[src/rtl/mult_sequencer.sv]
// rtl/mult_sequencer.sv - iterative shift-and-add unsigned multiplier with valid/ready handshakes
// Also holds prefix_tree_adder, the Kogge-Stone adder used for the accumulate step.

module prefix_tree_adder #(
   parameter int N = 8
) (
   input  logic [N-1:0] a,
   input  logic [N-1:0] b,
   input  logic         cin,
   output logic [N-1:0] sum,
   output logic         cout
);
   localparam int L = (N > 1) ? $clog2(N) : 1;

   logic [N-1:0] w_g [0:L];
   logic [N-1:0] w_p [0:L];
   logic [N:0]   w_c;

   assign w_g[0] = a & b;
   assign w_p[0] = a ^ b;

   // After level l, w_g/w_p at bit i cover the span [i-2^(l+1)+1 : i].
   genvar gl, gi;
   generate
      for (gl = 0; gl < L; gl++) begin : g_level
         for (gi = 0; gi < N; gi++) begin : g_bit
            if (gi >= (1 << gl)) begin : g_merge
               assign w_g[gl+1][gi] = w_g[gl][gi] | (w_p[gl][gi] & w_g[gl][gi-(1<<gl)]);
               assign w_p[gl+1][gi] = w_p[gl][gi] & w_p[gl][gi-(1<<gl)];
            end else begin : g_pass
               assign w_g[gl+1][gi] = w_g[gl][gi];
               assign w_p[gl+1][gi] = w_p[gl][gi];
            end
         end
      end
      for (gi = 0; gi < N; gi++) begin : g_carry
         assign w_c[gi+1] = w_g[L][gi] | (w_p[L][gi] & cin);
      end
   endgenerate

   assign w_c[0] = cin;
   assign sum    = w_p[0] ^ w_c[N-1:0];
   assign cout   = w_c[N];
endmodule

module mult_sequencer #(
   parameter int WIDTH = 4
) (
   input  logic               clk,
   input  logic               rst_n,
   input  logic               in_valid,
   output logic               in_ready,
   input  logic [WIDTH-1:0]   a,
   input  logic [WIDTH-1:0]   b,
   output logic               out_valid,
   input  logic               out_ready,
   output logic [2*WIDTH-1:0] res,
   output logic               busy
);
   localparam int CW = $clog2(WIDTH) + 1;

   localparam logic [1:0] S_IDLE = 2'd0;
   localparam logic [1:0] S_RUN  = 2'd1;
   localparam logic [1:0] S_DONE = 2'd2;

   logic [1:0]         r_state;
   logic [CW-1:0]      r_cnt;
   logic [2*WIDTH-1:0] r_acc;
   logic [WIDTH-1:0]   r_a;
   logic [WIDTH-1:0]   r_b;

   logic [WIDTH-1:0]   w_b_shift;
   logic [2*WIDTH-1:0] w_a_shift;
   logic [2*WIDTH-1:0] w_pp;
   logic [2*WIDTH-1:0] w_sum;

   assign w_b_shift = r_b >> r_cnt;
   assign w_a_shift = {{WIDTH{1'b0}}, r_a} << r_cnt;
   assign w_pp      = w_b_shift[0] ? w_a_shift : '0;

   prefix_tree_adder #(.N(2*WIDTH)) u_adder (
      .a    (r_acc),
      .b    (w_pp),
      .cin  (1'b0),
      .sum  (w_sum),
      .cout ()
   );

   always_ff @(posedge clk or negedge rst_n) begin
      if (!rst_n) begin
         r_state <= S_IDLE;
         r_cnt   <= '0;
         r_acc   <= '0;
         r_a     <= '0;
         r_b     <= '0;
      end else begin
         case (r_state)
            S_IDLE: begin
               if (in_valid) begin
                  r_a     <= a;
                  r_b     <= b;
                  r_acc   <= '0;
                  r_cnt   <= '0;
                  r_state <= S_RUN;
               end
            end
            S_RUN: begin
               r_acc <= w_sum;
               r_cnt <= r_cnt + 1'b1;
               if (r_cnt == CW'(WIDTH - 1)) begin
                  r_state <= S_DONE;
               end
            end
            S_DONE: begin
               if (out_ready) begin
                  r_state <= S_IDLE;
               end
            end
            default: r_state <= S_IDLE;
         endcase
      end
   end

   assign in_ready  = (r_state == S_IDLE);
   assign out_valid = (r_state == S_DONE);
   assign busy      = (r_state == S_RUN) || (r_state == S_DONE);
   assign res       = r_acc;
endmodule

[config.mk]
export PLATFORM = sky130hd
export DESIGN_NAME = mult_sequencer
export DESIGN_NICKNAME = d
export VERILOG_FILES = /design/src/rtl/mult_sequencer.sv
export SDC_FILE = /design/constraint.sdc
export NUM_CORES = 1
export LEC_CHECK = 0
export BUFFER_PORTS_ARGS = -buffer_cell sky130_fd_sc_hd__buf_4
export CAP_MARGIN = 20
export CORE_AREA = 2 2 51 53
export CTS_BUF_LIST = sky130_fd_sc_hd__clkbuf_4
export DETAILED_ROUTE_END_ITERATION = 6
export DIE_AREA = 0 0 53 55
export PLACE_DENSITY = 0.8
export SKIP_CTS_REPAIR_TIMING = 1
export SYNTH_ARGS = -nofsm -noshare
export SYNTH_HDL_FRONTEND = slang
export SYNTH_SLANG_ARGS = --single-unit
[constraint.sdc]
create_clock -name clk -period 3.4 [get_ports clk]
set_input_delay 0.51 -clock clk [delete_from_list [all_inputs] [get_ports clk]]
set_output_delay 0.51 -clock clk [all_outputs]
set_load 0.02 [all_outputs]
==> Flow_metrics.wiki <==
{| class="wikitable"
! Metric !! Value
|-
| Run status || completed
|-
| Core region area || 0.002365 mm^2
|-
| Vias in the first global route || 961
|-
| Area grow syn2layout || 16.88%
|-
| Min Hold Slack || 0.05044 ns
|-
| Commonest non-fill, non-tap cells in the layout || sky130_fd_sc_hd__buf_4 (22), sky130_fd_sc_hd__dfrtp_1 (21), sky130_fd_sc_hd__nand2_1 (17), sky130_fd_sc_hd__o21ai_0 (12), sky130_fd_sc_hd__ha_1 (12)
|-
| MaxCap Viol Count || 0
|-
| Peak supply drop || 586.1 uV
|-
| Clock latency of the later-clocked register in the worst-skew pair || 0.31 ns
|-
| Yosys reg bits || 21
|-
| GRT Residual Overflow || 0
|-
| Cell Int Power || 0.7742 mW
|-
| Die extent in y || 55 um
|-
| Gate power share || 58.1%
|-
| Summed area of non-filler cells in the final layout || 0.001508 mm^2
|-
| Via-per-instance ratio || 5.691
|-
| Wire length of the first global-routing pass || 4.084 mm
|-
| Number of distinct library cells after synthesis || 34
|-
| Clock transition at the registers of the reported paths || 0.12 ns
|-
| Final GP Congestion || 0.8974
|-
| Seq pwr share || 32.4%
|-
| Data arrival time of the critical path || 3.18 ns
|-
| Netlist area before placement || 0.001290 mm^2
|-
| Final period utilization || 87.90%
|-
| Drt total wl || 2.568 mm
|-
| Static power due to leakage || 0.7259 nW
|-
| Power density over the cells || 921.6 mW/mm^2
|-
| Number of top-level design ports || 23
|-
| Die width || 53 um
|-
| CTS Root Cell || sky130_fd_sc_hd__clkbuf_4
|-
| Total count of max-transition violations in the final report || 0
|-
| P_sw || 0.6153 mW
|-
| H-tree level count || 1
|-
| Placed cell areas || 0.001478 mm^2
|-
| Violation count after the first detailed-route iteration || 31
|-
| Synth Area per Inst || 10.16 um^2
|-
| DPL Wire Length || 1.993 mm
|-
| CTS sink count || 21
|-
| Final sum of negative setup slack || 0 ns
|-
| Kind of path behind the tightest hold check || input pin to async pin
|-
| Total of endpoints with negative setup slack in the final report || 0
|-
| Register-to-register setup slack || 0.41 ns
|-
| CTS tree || built
|-
| Destination of the critical timing path || res[6]
|-
| Synthesis warning total || 0
|-
| Transition at the pin with the smallest max-transition slack || 0.4889 ns
|-
| Number of CTS-inserted buffers || 3
|-
| Worst flop-to-flop path endpoint || res[6]
|-
| Layout Skew || 0.009019 ns
|-
| Share of final-layout standard cells stronger than drive strength 1 || 25.17%
|-
| Type of the worst setup path || register to register
|-
| DR pass1 iterations || 4
|-
| Max Buffers Root-to-Sink || 2
|-
| CP max FO || 11
|-
| Final worst path period need || 2.988 ns
|-
| Diodes inserted || 0
|-
| Hold violation count in the final report || 0
|-
| Detail-routed net length per standard cell || 14.19 um
|-
| Largest net degree at the start of global routing || 22
|-
| Unrepaired setup endpoints after global routing || no
|-
| Beginning of the worst register-to-register path || r_cnt[0]
|-
| Port Buffers || 22
|-
| Std-Cell Rows || 18
|-
| Syn_nets || 152
|-
| Net switching share of the total power || 44.28%
|-
| Commonest non-fill, non-tap cell in the layout || sky130_fd_sc_hd__buf_4
|-
| Clock share of power || 9.6%
|-
| Count of nets after finishing || 177
|-
| Total number of vias || 1,030
|-
| Post-synthesis instance total || 127
|-
| Max Clock Freq || 0.3346 GHz
|-
| Worst relative slew slack || 67.22%
|-
| Critical Path Start Type || register
|-
| Starting density of the core || 54.55%
|-
| Worst reg-to-reg path cell count || 10
|-
| Data required time at the worst endpoint || 3.60 ns
|-
| Share of synthesized area occupied by flip-flops and latches || 40.74%
|-
| Die Outline Area || 0.002915 mm^2
|-
| Number of fill cells in the layout || 199
|-
| Initial antenna violation count || 0
|-
| Critical path capture point type || register
|-
| Remaining antenna violation count after routing || 0
|-
| Residual DRC || 0
|-
| Crit path launch || r_cnt[0]
|-
| Global-route total usage across every layer || 19.58%
|}
-- logic make-up after synthesis --
family,share of synthesized area (%)
buf+inv,3.201
mux,11.93
compound gates,16.49
simple gates,11.74
fa+ha+maj,13.19
flops,40.74
xor+xnor,2.716
-- cell type report --
cell class | count | area [um^2] | share of cell area, %
multi-input combinational | 97 | 723.2 | 47.97
sequential | 21 | 525.5 | 34.85
timing repair buffer | 22 | 165.2 | 10.95
clock buffer | 4 | 30.03 | 1.992
tap | 30 | 37.54 | 2.490
inverter | 7 | 26.28 | 1.743
-- worst max-delay path: stages (launching register included) --
cell	delay, ns
sky130_fd_sc_hd__dfrtp_1	0.59
sky130_fd_sc_hd__mux4_2	0.60
sky130_fd_sc_hd__nand2_1	0.16
sky130_fd_sc_hd__nor3b_1	0.08
sky130_fd_sc_hd__ha_1	0.24
sky130_fd_sc_hd__fa_1	0.41
sky130_fd_sc_hd__a21oi_1	0.21
sky130_fd_sc_hd__o21ai_0	0.13
sky130_fd_sc_hd__a21oi_1	0.20
sky130_fd_sc_hd__xor2_1	0.16
sky130_fd_sc_hd__o21ai_0	0.08
-- state kept, by name, summed over array words and instances, names as in the netlist --
register / flops
r_state: 2
r_cnt: 3
r_b: 4
r_a: 4
res: 8
-- Yosys cell counts --
library cell               count  area [um^2]
sky130_fd_sc_hd__nor2_1        7        26.28
sky130_fd_sc_hd__o211ai_1      1        7.510
sky130_fd_sc_hd__nand3b_1      1        7.510
sky130_fd_sc_hd__a21oi_1       7        35.03
sky130_fd_sc_hd__mux2i_1       3        30.03
sky130_fd_sc_hd__buf_6         1        11.26
sky130_fd_sc_hd__a21o_1        1        7.510
sky130_fd_sc_hd__nand2b_1      1        6.260
sky130_fd_sc_hd__inv_1         7        26.28
sky130_fd_sc_hd__ha_1         12        150.1
sky130_fd_sc_hd__mux4_2        1        22.52
sky130_fd_sc_hd__mux2_2        9        101.4
sky130_fd_sc_hd__o22ai_1       2        12.51
sky130_fd_sc_hd__xnor2_1       2        17.52
sky130_fd_sc_hd__xor2_1        2        17.52
sky130_fd_sc_hd__a211oi_1      2        15.01
sky130_fd_sc_hd__a22o_1        3        26.28
sky130_fd_sc_hd__and3_1        1        6.260
sky130_fd_sc_hd__nor3b_1       1        7.510
sky130_fd_sc_hd__o21bai_1      2        15.01
sky130_fd_sc_hd__a22oi_1       1        7.510
sky130_fd_sc_hd__dfrtp_1      21        525.5
sky130_fd_sc_hd__o21ai_0      12        60.06
sky130_fd_sc_hd__clkbuf_1      1        3.750
sky130_fd_sc_hd__nor3_1        1        5.000
sky130_fd_sc_hd__nand2_1      17        63.81
sky130_fd_sc_hd__nand4b_1      1        8.760
sky130_fd_sc_hd__fa_1          1        20.02
sky130_fd_sc_hd__a31oi_1       1        6.260
sky130_fd_sc_hd__o221ai_1      1        8.760
sky130_fd_sc_hd__a21boi_2      1        11.26
sky130_fd_sc_hd__nand3_1       1        5.000
sky130_fd_sc_hd__and2_4        1        8.760
sky130_fd_sc_hd__and2_1        1        6.260
-- worst min-delay path by stage --
stage                     startpoint  depth (start not counted)  slack [ns]      to
after floorplan                rst_n                          0        0.21  r_a[0]
after global placement         rst_n                          1        0.41  res[7]
after detailed placement       rst_n                          1        0.41  res[7]
after CTS                      rst_n                          1        0.06  res[4]
after global routing           rst_n                          1        0.06  res[4]
final                          rst_n                          1        0.05  res[4]
-- power by group through the flow --
stage                     logic, mW  registers (mW)  clock network (mW)
after CTS                     0.807           0.448               0.136
after floorplan               0.603           0.445                   0
final                         0.807           0.450               0.133
after global placement        0.770           0.444                   0
after detailed placement      0.803           0.455                   0
after global routing          0.901           0.461               0.147
-- per-layer routing --
layer / vias to the layer above / routed length, um / global-route usage [%]
met5: - / 0 / 0
met4: 0 / 15 / 6.410
met3: 2 / 113 / 3.226
met2: 32 / 1334 / 36.04
met1: 492 / 1104 / 23.34
li1: 504 / - / -
-- per-stage QoR --
stage,worst slack [ns],std cells,power (mW),util (%)
6_report,0.4116,181,1.390,63.76
5_1_grt,0.2768,181,1.509,63.76
4_1_cts,0.4326,181,1.392,63.76
3_5_place_dp,0.4464,177,1.258,62.49
3_3_place_gp,0.5826,177,1.214,62.49
2_1_floorplan,0.8525,127,1.048,-
Power figures use the tool's default switching activity.
